===== config.mk =====
export PLATFORM = sky130hd
export DESIGN_NAME = ram8x16_asynch_dualport
export DESIGN_NICKNAME = d
export VERILOG_FILES = /design/src/rtl/ram8x16_pkg.sv /design/src/rtl/ram8x16_parity_gen.sv /design/src/rtl/ram8x16_asynch_dualport.sv
export SDC_FILE = /design/constraint.sdc
export NUM_CORES = 1
export LEC_CHECK = 0
export CAP_MARGIN = 5
export CORE_MARGIN = 10
export CORE_UTILIZATION = 45
export CTS_CLUSTER_SIZE = 25
export DETAILED_ROUTE_END_ITERATION = 10
export PLACE_DENSITY = 0.74
export SYNTH_ARGS = -nofsm -noshare
export SYNTH_HDL_FRONTEND = slang
export SYNTH_SLANG_ARGS = --single-unit

===== constraint.sdc =====
create_clock -name clk -period 1.1 [get_ports clk]
set_input_delay 0.33 -clock clk [delete_from_list [all_inputs] [get_ports clk]]
set_output_delay 0.33 -clock clk [all_outputs]
set_load 0.01 [all_outputs]

===== src/rtl/ram8x16_pkg.sv =====
// Shared defaults and word/address types for the 8x16 dual-port RAM.
package ram8x16_pkg;

    localparam int RAM_WIDTH = 16;
    localparam int RAM_DEPTH = 8;
    localparam int ADDR_SIZE = 3;

    typedef logic [ADDR_SIZE-1:0] addr_t;
    typedef logic [RAM_WIDTH-1:0] word_t;

endpackage


===== src/rtl/ram8x16_parity_gen.sv =====
// Combinational even-parity generator over a data word.
// Only compiled when RAM_PARITY_EN is defined, the only build that uses it.
`ifdef RAM_PARITY_EN
module ram8x16_parity_gen
    import ram8x16_pkg::*;
#(
    parameter int WIDTH = RAM_WIDTH
) (
    input  logic [WIDTH-1:0] data,
    output logic             parity
);

    // Parity bit makes the total number of ones (data + parity) even.
    always_comb begin
        parity = ^data;
    end

endmodule
`endif


===== src/rtl/ram8x16_asynch_dualport.sv =====
// Simple dual-port RAM: one write port, one registered read port, one clock.
// Asynchronous active-low clear wipes the array and the read register.
// Optional feature: define RAM_PARITY_EN to store an even-parity bit per word
// and flag parity mismatches on reads through parity_err.
module ram8x16_asynch_dualport #(
    parameter int RAM_WIDTH = ram8x16_pkg::RAM_WIDTH,
    parameter int RAM_DEPTH = ram8x16_pkg::RAM_DEPTH,
    parameter int ADDR_SIZE = ram8x16_pkg::ADDR_SIZE
) (
    input  logic                 clk,
    input  logic                 clr_n,
    input  logic                 we,
    input  logic                 re,
    input  logic [RAM_WIDTH-1:0] data_in,
    input  logic [ADDR_SIZE-1:0] rd_addr,
    input  logic [ADDR_SIZE-1:0] wr_addr,
    output logic [RAM_WIDTH-1:0] data_out
`ifdef RAM_PARITY_EN
    ,
    output logic                 parity_err
`endif
);

    import ram8x16_pkg::*;

    logic [RAM_WIDTH-1:0] mem [RAM_DEPTH];

    // Write port: store data_in at wr_addr; clear the whole array on reset.
    always_ff @(posedge clk or negedge clr_n) begin
        if (!clr_n) begin
            for (int unsigned i = 0; i < RAM_DEPTH; i++) begin
                mem[i] <= '0;
            end
        end else if (we) begin
            mem[wr_addr] <= data_in;
        end
    end

    // Read port: registered read; sampling the array before the write lands
    // gives read-before-write on a same-address collision.
    always_ff @(posedge clk or negedge clr_n) begin
        if (!clr_n) begin
            data_out <= '0;
        end else if (re) begin
            data_out <= mem[rd_addr];
        end
    end

`ifdef RAM_PARITY_EN
    logic par_mem [RAM_DEPTH];
    logic wr_parity;
    logic rd_parity;

    ram8x16_parity_gen #(
        .WIDTH (RAM_WIDTH)
    ) u_wr_parity (
        .data   (data_in),
        .parity (wr_parity)
    );

    ram8x16_parity_gen #(
        .WIDTH (RAM_WIDTH)
    ) u_rd_parity (
        .data   (mem[rd_addr]),
        .parity (rd_parity)
    );

    // Parity storage tracks the data array word for word.
    always_ff @(posedge clk or negedge clr_n) begin
        if (!clr_n) begin
            for (int unsigned i = 0; i < RAM_DEPTH; i++) begin
                par_mem[i] <= 1'b0;
            end
        end else if (we) begin
            par_mem[wr_addr] <= wr_parity;
        end
    end

    // Parity check registered alongside data_out; holds when re is low.
    always_ff @(posedge clk or negedge clr_n) begin
        if (!clr_n) begin
            parity_err <= 1'b0;
        end else if (re) begin
            parity_err <= par_mem[rd_addr] ^ rd_parity;
        end
    end
`endif

endmodule


### Word-level counts from Yosys, hierarchy flattened

Index checks and enable logic that the tools add are counted.

| cells by class | value |
|---|---|
| multiplexer cells | 6 |
| reduce and logical (&&, ||, !) cells | 1 |
| magnitude comparators | 3 |
| bitwise logic cells | 2 |

Operators by type and width:

| cell | count |
|---|---|
| bitwise mux 128 bit | 1 |
| binary-select mux 16 bit (select 3 bit) | 1 |
| demux 16 bit (select 3 bit) | 1 |
| two-way mux 16 bit | 3 |
| >= comparator 4 bit (second input constant) | 2 |
| inverter 3 -> 4 bit | 2 |
| < comparator 4 x 1 -> 1 bit (second input constant) | 1 |
| logical AND 1 bit | 1 |

| storage, ports and cells | value |
|---|---|
| word-level logic and storage cells | 21 |
| register bits after elaboration | 144 |

### Depth between registers and ports, before layout

Gate-level depths: netlist (run 1).

| logic depth | value |
|---|---|
| word-level depth | 6 |
| depth in mapped cells | 6 |
| gate-level depth less buffers | 3 |

### Worst setup path before layout (run 1)

No wires, ideal clock.

| timing path | value |
|---|---|
| kind | input-to-reg |
| from | input port wr_addr[1] |
| to | register mem[101] (netlist name) |
| slack | -0.480 ns |
| data required time | 0.975 ns |
| data arrival time | 1.455 ns |
| path buffers | 2 |
| stages | 5 |
| path through | buf_6 > nand2b_4 > nor3b_4 > buf_12 > mux2_4 |

| on the way | value |
|---|---|
| longest elaborated chain between the ends | 6 |

RTL lines:

| element | line | text |
|---|---|---|
| from (decl) | ram8x16_asynch_dualport.sv:16 | `input logic [ADDR_SIZE-1:0] wr_addr,` |
| inverter 3 -> 4 bit (not written as such) * | ram8x16_asynch_dualport.sv:35 | `mem[wr_addr] <= data_in;` |
| >= comparator 4 bit (not written as such) / < comparator 4 x 1 -> 1 bit (equally long branches) | ram8x16_asynch_dualport.sv:35 |  |
| logical AND 1 bit (not written as such) | ram8x16_asynch_dualport.sv:35 |  |
| two-way mux 16 bit (not written as such) | ram8x16_asynch_dualport.sv:35 |  |
| demux 16 bit (select 3 bit) * | ram8x16_asynch_dualport.sv:35 |  |
| bitwise mux 128 bit * | ram8x16_asynch_dualport.sv:35 |  |
| to (signal, indexed assignment) | ram8x16_asynch_dualport.sv:35 |  |
| to (decl) | ram8x16_asynch_dualport.sv:26 | `logic [RAM_WIDTH-1:0] mem [RAM_DEPTH];` |

Mark *: on every way between the ends. The rest lies on a longest branch, timed or not.
A chain may end at the register's enable or synchronous reset.

### Worst setup path after layout (run 1)

| timing path | value |
|---|---|
| from | register data_out[1] |
| to | output port data_out[1] |

RTL lines:

| element | line | text |
|---|---|---|
| from (decl) | ram8x16_asynch_dualport.sv:17 | `output logic [RAM_WIDTH-1:0] data_out` |
| from (signal assigned) | ram8x16_asynch_dualport.sv:45 | `data_out <= mem[rd_addr];` |

No word-level cell between the ends.

==> results of run 1 <==
## how the worst max path moves through the flow
stage | end | from | slack (ps) | cells past startpoint
6_report | data_out[1] | data_out[1] | -190 | 1
4_1_cts | data_out[1] | data_out[1] | -210 | 1
3_5_place_dp | mem[111] | we | -840 | 5
3_3_place_gp | mem[96] | we | -800 | 5
5_1_grt | data_out[1] | data_out[1] | -210 | 1
2_1_floorplan | mem[101] | wr_addr[1] | -460 | 5
## power by group through the flow
stage / clock network [mW] / logic, mW / registers [mW]
after floorplan: 0 / 1.93 / 6.98
after global placement: 0 / 2.75 / 7.02
after detailed placement: 0 / 2.88 / 7.10
after CTS: 5.41 / 3.06 / 7.04
after global routing: 5.60 / 3.47 / 7.21
final: 5.34 / 3.22 / 7.07
## through the flow
step | TNS (ps) | power (mW) | area, um^2 | utilization | instances
final | -4370 | 15.6 | 8690 | 0.600 | 754
after global routing | -5950 | 16.3 | 8690 | 0.600 | 754
after CTS | -4750 | 15.5 | 8540 | 0.590 | 744
after detailed placement | -110770 | 9.98 | 7730 | 0.534 | 699
after global placement | -107070 | 9.77 | 7730 | 0.534 | 699
after floorplan | -40000 | 8.90 | 6820 | - | 462
## state kept, by name, indices dropped and copies added (netlist names)
signal / cells
mem: 128
data_out: 16
## area by class of cell
cell class	count	area, um^2
sequential	144	3600
clock buffer	19	453
fill	1090	5790
clock inverter	11	92.6
multi-input combinational	286	3080
tap	184	230
timing repair buffer	110	1230
## cell families after synthesis
family	after synthesis
AO/OA/AOI/OAI	48
flip-flops	144
buffers and inverters	33
AND/OR/NAND/NOR	61
multiplexers	176
## per-layer routing
metal,vias up,share of wire,routed length (um)
met5,-,0,0
met2,112,0.48,7880
li1,1908,-,-
met3,16,0.053,870
met1,2256,0.46,7450
met4,0,0.011,176
## timing repair
item,4_1_cts,5_1_grt
endpoints found under the hold margin,16,0
buffers inserted,10,10
pin swaps,15,13
setup endpoints to repair,160,89
gates resized for setup,133,25
hold buffers,1,0
cloned,4,2
## cells in the final DEF (no fill, tap or decap), types with 5 or more instances in the layout
cell               n
dfrtp_1          144
buf_4             38
nand3_1           16
clkinv_2           5
clkdlybuf4s50_1   17
nor2b_1           27
a22oi_1           16
buf_2             13
clkbuf_16         19
mux2_2            66
mux2_4            62
mux2i_1           47
a211o_1           16
clkinvlp_4         5
buf_6             15
buf_12            21
a41o_1            16
==> results.ini, run 1 <==
[pwr]
internal_power_mw=11.6
p_per_area_nw_per_um2=1800
p_sw_frac=0.255
leakage_nw=4.04
peakVddDrop_uv=918
power_frac_comb=0.206
pwr-share-clk=0.342
seqPwrFrac=0.452
power.switching_mw=3.98

[worst_setup_path]
r2r-end=data_out[4]
crit_buf_inv=1
cp_max_fo=2
end_kind=output pin
path_cells=buf_6
crit_type=register to output pin
r2r_cells=3
critPathLaunchType=register
arrival_ps=960
r2r_setup_slack_ps=0
max_stage_delay_ps=400
timing.rr.start=mem[52]
crit_slowest_cell=dfrtp_1
required_ps=770
crit_family=flip-flops

[hold_path]
hold_class=input pin to asynchronous set/reset pin

[route]
vias=4292
drc=0
wirelength_um=16400
drt_iter0_markers=299
firstDrtPassIters=4
wl_per_cell_um=21.7
via_per_inst=5.69
drt.antenna.violating_nets=0

[global_routing]
use_met3=0.0344
grt_pass1_vias=4625
grt.total_usage=0.164
antenna_found_initial=0
grt_pass1_wl_um=25900
overflow=0
grt_util_met1=0.220
grt_max_degree=34
gr-usage-met2=0.257
grt_busiest_layer=met2

[clock_tree]
numClockSinks=144
cts_buffer_depth=2
root_buffer=clkbuf_16
h-tree-depth=4
insertion_delay_ps=430
cts_tree=yes
cts_buffers=17
clkTransAtPathRegs_ps=60

[die]
ios=42
die-area_um2=20000
initial_core_util=0.459
core.rowCount=44
coreArea_um2=14500
die_h_um=141
die_w_um=141

[synth]
synth_common_cells=dfrtp_1 (144), mux2_2 (118), mux2i_1 (48), nor2b_1 (31)
syn_area_per_cell_um2=14.4
yosysWarnings=0
synth_ff_type=dfrtp_1
async_flop_share=1.00
syn_inst=462
synthXorXnorAreaFrac=0
yosys_register_bits=144
synth_area_leaders=dfrtp_1 (54%), mux2_2 (20%), mux2i_1 (7.2%), nor2b_1 (2.9%), a41o_1 (2.4%)
synth_edf_count=0
synth_top_area_share=0.543
synth_area_leader_cell=dfrtp_1
ys_types=24
muxShareOfSynthArea=0.295
synth_top_family_by_area=multiplexers
synth_fp_nets=488
synthSimpleGateAreaFrac=0.0660
syn_area_um2=6640
ys_seq_area_frac=0.543
synthAdderAreaFrac=0
synth_compound_area_frac=0.0633
synth_most_common_cell=dfrtp_1

[timing]
fmax_mhz=776
drv_slew=0
finalSetupViolations=48
final.period_utilization=1.17
slew_headroom=0.755
setup_slack_ps=-188
finalHoldViolations=0
min_period_ps=1290
rsz0062_at_grt=true
fin_worst_skew_ps=10.7
hold_ws_ps=318
worst_slew_pin_slew_ps=366

[final_layout]
antenna_cells=0
area_growth_pct=30.9
nets=585
drive_gt1_frac=0.468

[status]
violations=negative setup slack
status=complete, but fails checks

[placed_design]
gp_congestion=0.792
pre_cts_ws_ps=-836
io_buffers=41
hpwl_um=9760

[job]
max_cap_viol_count=0

(Power assumes the default switching activity.)
==> run 2: changes to the inputs <==
- SYNTH_HIERARCHICAL: unset -> 1
==> results of run 2 <==
Same layout as run 1: the final DEF is identical, and so are final timing and power.
Main changes from that run: Yosys warning count 0 -> 6
==> run 3: changes to the inputs <==
- CORE_MARGIN: 10 -> unset
==> run 3 against run 2 <==
Against the previous run:
- the flow still finishes with violations (negative setup slack)
- sequential cell count unchanged
- sequential share of layout area decreased by 1.5 points
- design area increased by 3.9%
- worst hold slack improved by 21 ps
- utilization increased by 2.3 points
- global-route usage increased by 8.2 points
- critical endpoint is now data_out[4]
==> results.ini, run 3 <==
[final_layout]
top_regs=mem: 128 flops, data_out: 16 flops
nets=598
final_cells=767
largest_reg_flops=128
top_register=mem
drive_gt1_frac=0.480
layout_common_cells=dfrtp_1 (144), mux2_4 (97), mux2i_1 (46), buf_4 (44), mux2_2 (31)
area_growth_pct=35.9
mostFrequentLayoutCell=dfrtp_1
antenna_cells=0
final_util=0.623

[synth]
yosys_register_bits=144
async_flop_share=1.00
synth_common_cells=dfrtp_1 (144), mux2_2 (118), mux2i_1 (48), nor2b_1 (31)
syn_area_um2=6640
synth_top_area_share=0.543
ys_seq_area_frac=0.543
syn_inst=462
synth_most_common_cell=dfrtp_1
synth_area_leader_cell=dfrtp_1
synth_edf_count=0
syn_area_per_cell_um2=14.4
synth_area_leaders=dfrtp_1 (54%), mux2_2 (20%), mux2i_1 (7.2%), nor2b_1 (2.9%), a41o_1 (2.4%)
ys_types=24
synth_fp_nets=488
synth_ff_type=dfrtp_1
yosysWarnings=6

[global_routing]
grt_pass1_wl_um=26700
grt_max_degree=38
overflow=0
grt_pass1_vias=4546
antenna_found_initial=0
grt.total_usage=0.246

[pwr]
p_per_area_nw_per_um2=1770
power_frac_comb=0.217
pwr-share-clk=0.337
peakVddDrop_uv=1070
seqPwrFrac=0.445
leakage_nw=4.32
internal_power_mw=12.0
power.switching_mw=3.97
p_sw_frac=0.249

[placed_design]
io_buffers=41
pre_cts_ws_ps=-839
hpwl_um=9420
gp_congestion=0.762
dp.cells=700

[worst_setup_path]
required_ps=770
timing.rr.start=mem[52]
cp.depth=1
critPathCapture=data_out[4]
crit_slowest_cell=dfrtp_1
worstSetupStartpoint=data_out[4]
r2r_cells=3
crit_buf_inv=1
cp_max_fo=2
path_cells=buf_2
end_kind=output pin
critPathLaunchType=register
crit_family=flip-flops
max_stage_delay_ps=390
r2r_setup_slack_ps=-40
r2r-end=data_out[4]
crit_type=register to output pin
arrival_ps=960

[die]
initial_core_util=0.459
die_w_um=123
core.rowCount=44
ios=42
die_h_um=123
die-area_um2=15200
coreArea_um2=14500

[clock_tree]
root_buffer=clkbuf_16
cts_tree=yes
numClockSinks=144
insertion_delay_ps=420
cts_buffers=17
h-tree-depth=4
clkTransAtPathRegs_ps=60
cts_buffer_depth=2

[timing]
fin_worst_skew_ps=8.10
min_period_ps=1290
fmax_mhz=776
finalSetupViolations=35
hold_ws_ps=340
drv_slew=0
rsz0062_at_grt=true
final.period_utilization=1.17
setup_slack_ps=-188
finalHoldViolations=0
finalSetupTns_ps=-4330
worst_slew_pin_slew_ps=345
slew_headroom=0.770

[route]
wl_per_cell_um=22.0
drt.antenna.violating_nets=0
drt_iter0_markers=270
via_per_inst=5.66
wirelength_um=16900
drc=0
firstDrtPassIters=4
vias=4341

[hold_path]
hold_class=input pin to asynchronous set/reset pin

[job]
max_cap_viol_count=0

[status]
status=complete, but fails checks
violations=negative setup slack

[run 3: logic make-up (layout without fill, tap and decap cells)]
logic type             after synthesis  count (layout)  share of synthesized area
multiplexers                       176             176                      0.295
flip-flops                         144             144                      0.543
AND/OR/NAND/NOR                     61              62                     0.0660
AO/OA/AOI/OAI                       48              48                     0.0633
buffers and inverters               33             153                     0.0328
[run 3: per-layer routing]
metal  vias to the layer above  wire (um)  global-route usage
li1                       1929          -                   -
met1                      2272       7430               0.336
met2                       122       8120               0.385
met3                        18       1100              0.0669
met4                         0        221              0.0678
met5                         -          0                   0
[run 3: layout make-up]
cell class                 count  area (um^2)
sequential                   144         3600
multi-input combinational    286         3250
tap                          184          230
timing repair buffer         123         1390
clock inverter                 7         60.1
clock buffer                  23          488
fill                        1039         5450
[run 3: worst min-delay path by stage]
stage | end | slack, ps | cells after the start
2_1_floorplan | data_out[0] | 30 | 0
3_3_place_gp | mem[66] | 210 | 1
3_5_place_dp | mem[16] | 220 | 1
4_1_cts | mem[48] | 330 | 2
5_1_grt | mem[48] | 350 | 2
6_report | mem[16] | 340 | 2
[run 3: power groups by stage]
stage                     clock, mW  sequential [mW]  combinational (mW)
final                          5.38             7.10                3.46
after global routing           5.70             7.22                3.72
after CTS                      5.43             7.06                3.33
after detailed placement          0             7.12                2.85
after global placement            0             7.03                2.75
after floorplan                   0             6.98                1.93
[run 3: through the flow]
stage	area, um^2	power (mW)
6_report	9020	15.9
5_1_grt	9020	16.6
4_1_cts	8910	15.8
3_5_place_dp	7720	9.96
3_3_place_gp	7720	9.79
2_1_floorplan	6820	8.90
[run 3: what timing repair did]
action                     in CTS  in global routing
pin swaps                      25                 13
cloned                          6                  0
hold buffers                    1                  0
setup endpoints to repair     160                153
gates resized for setup       184                 17
hold endpoints to repair       17                  0
buffers inserted               18                 15
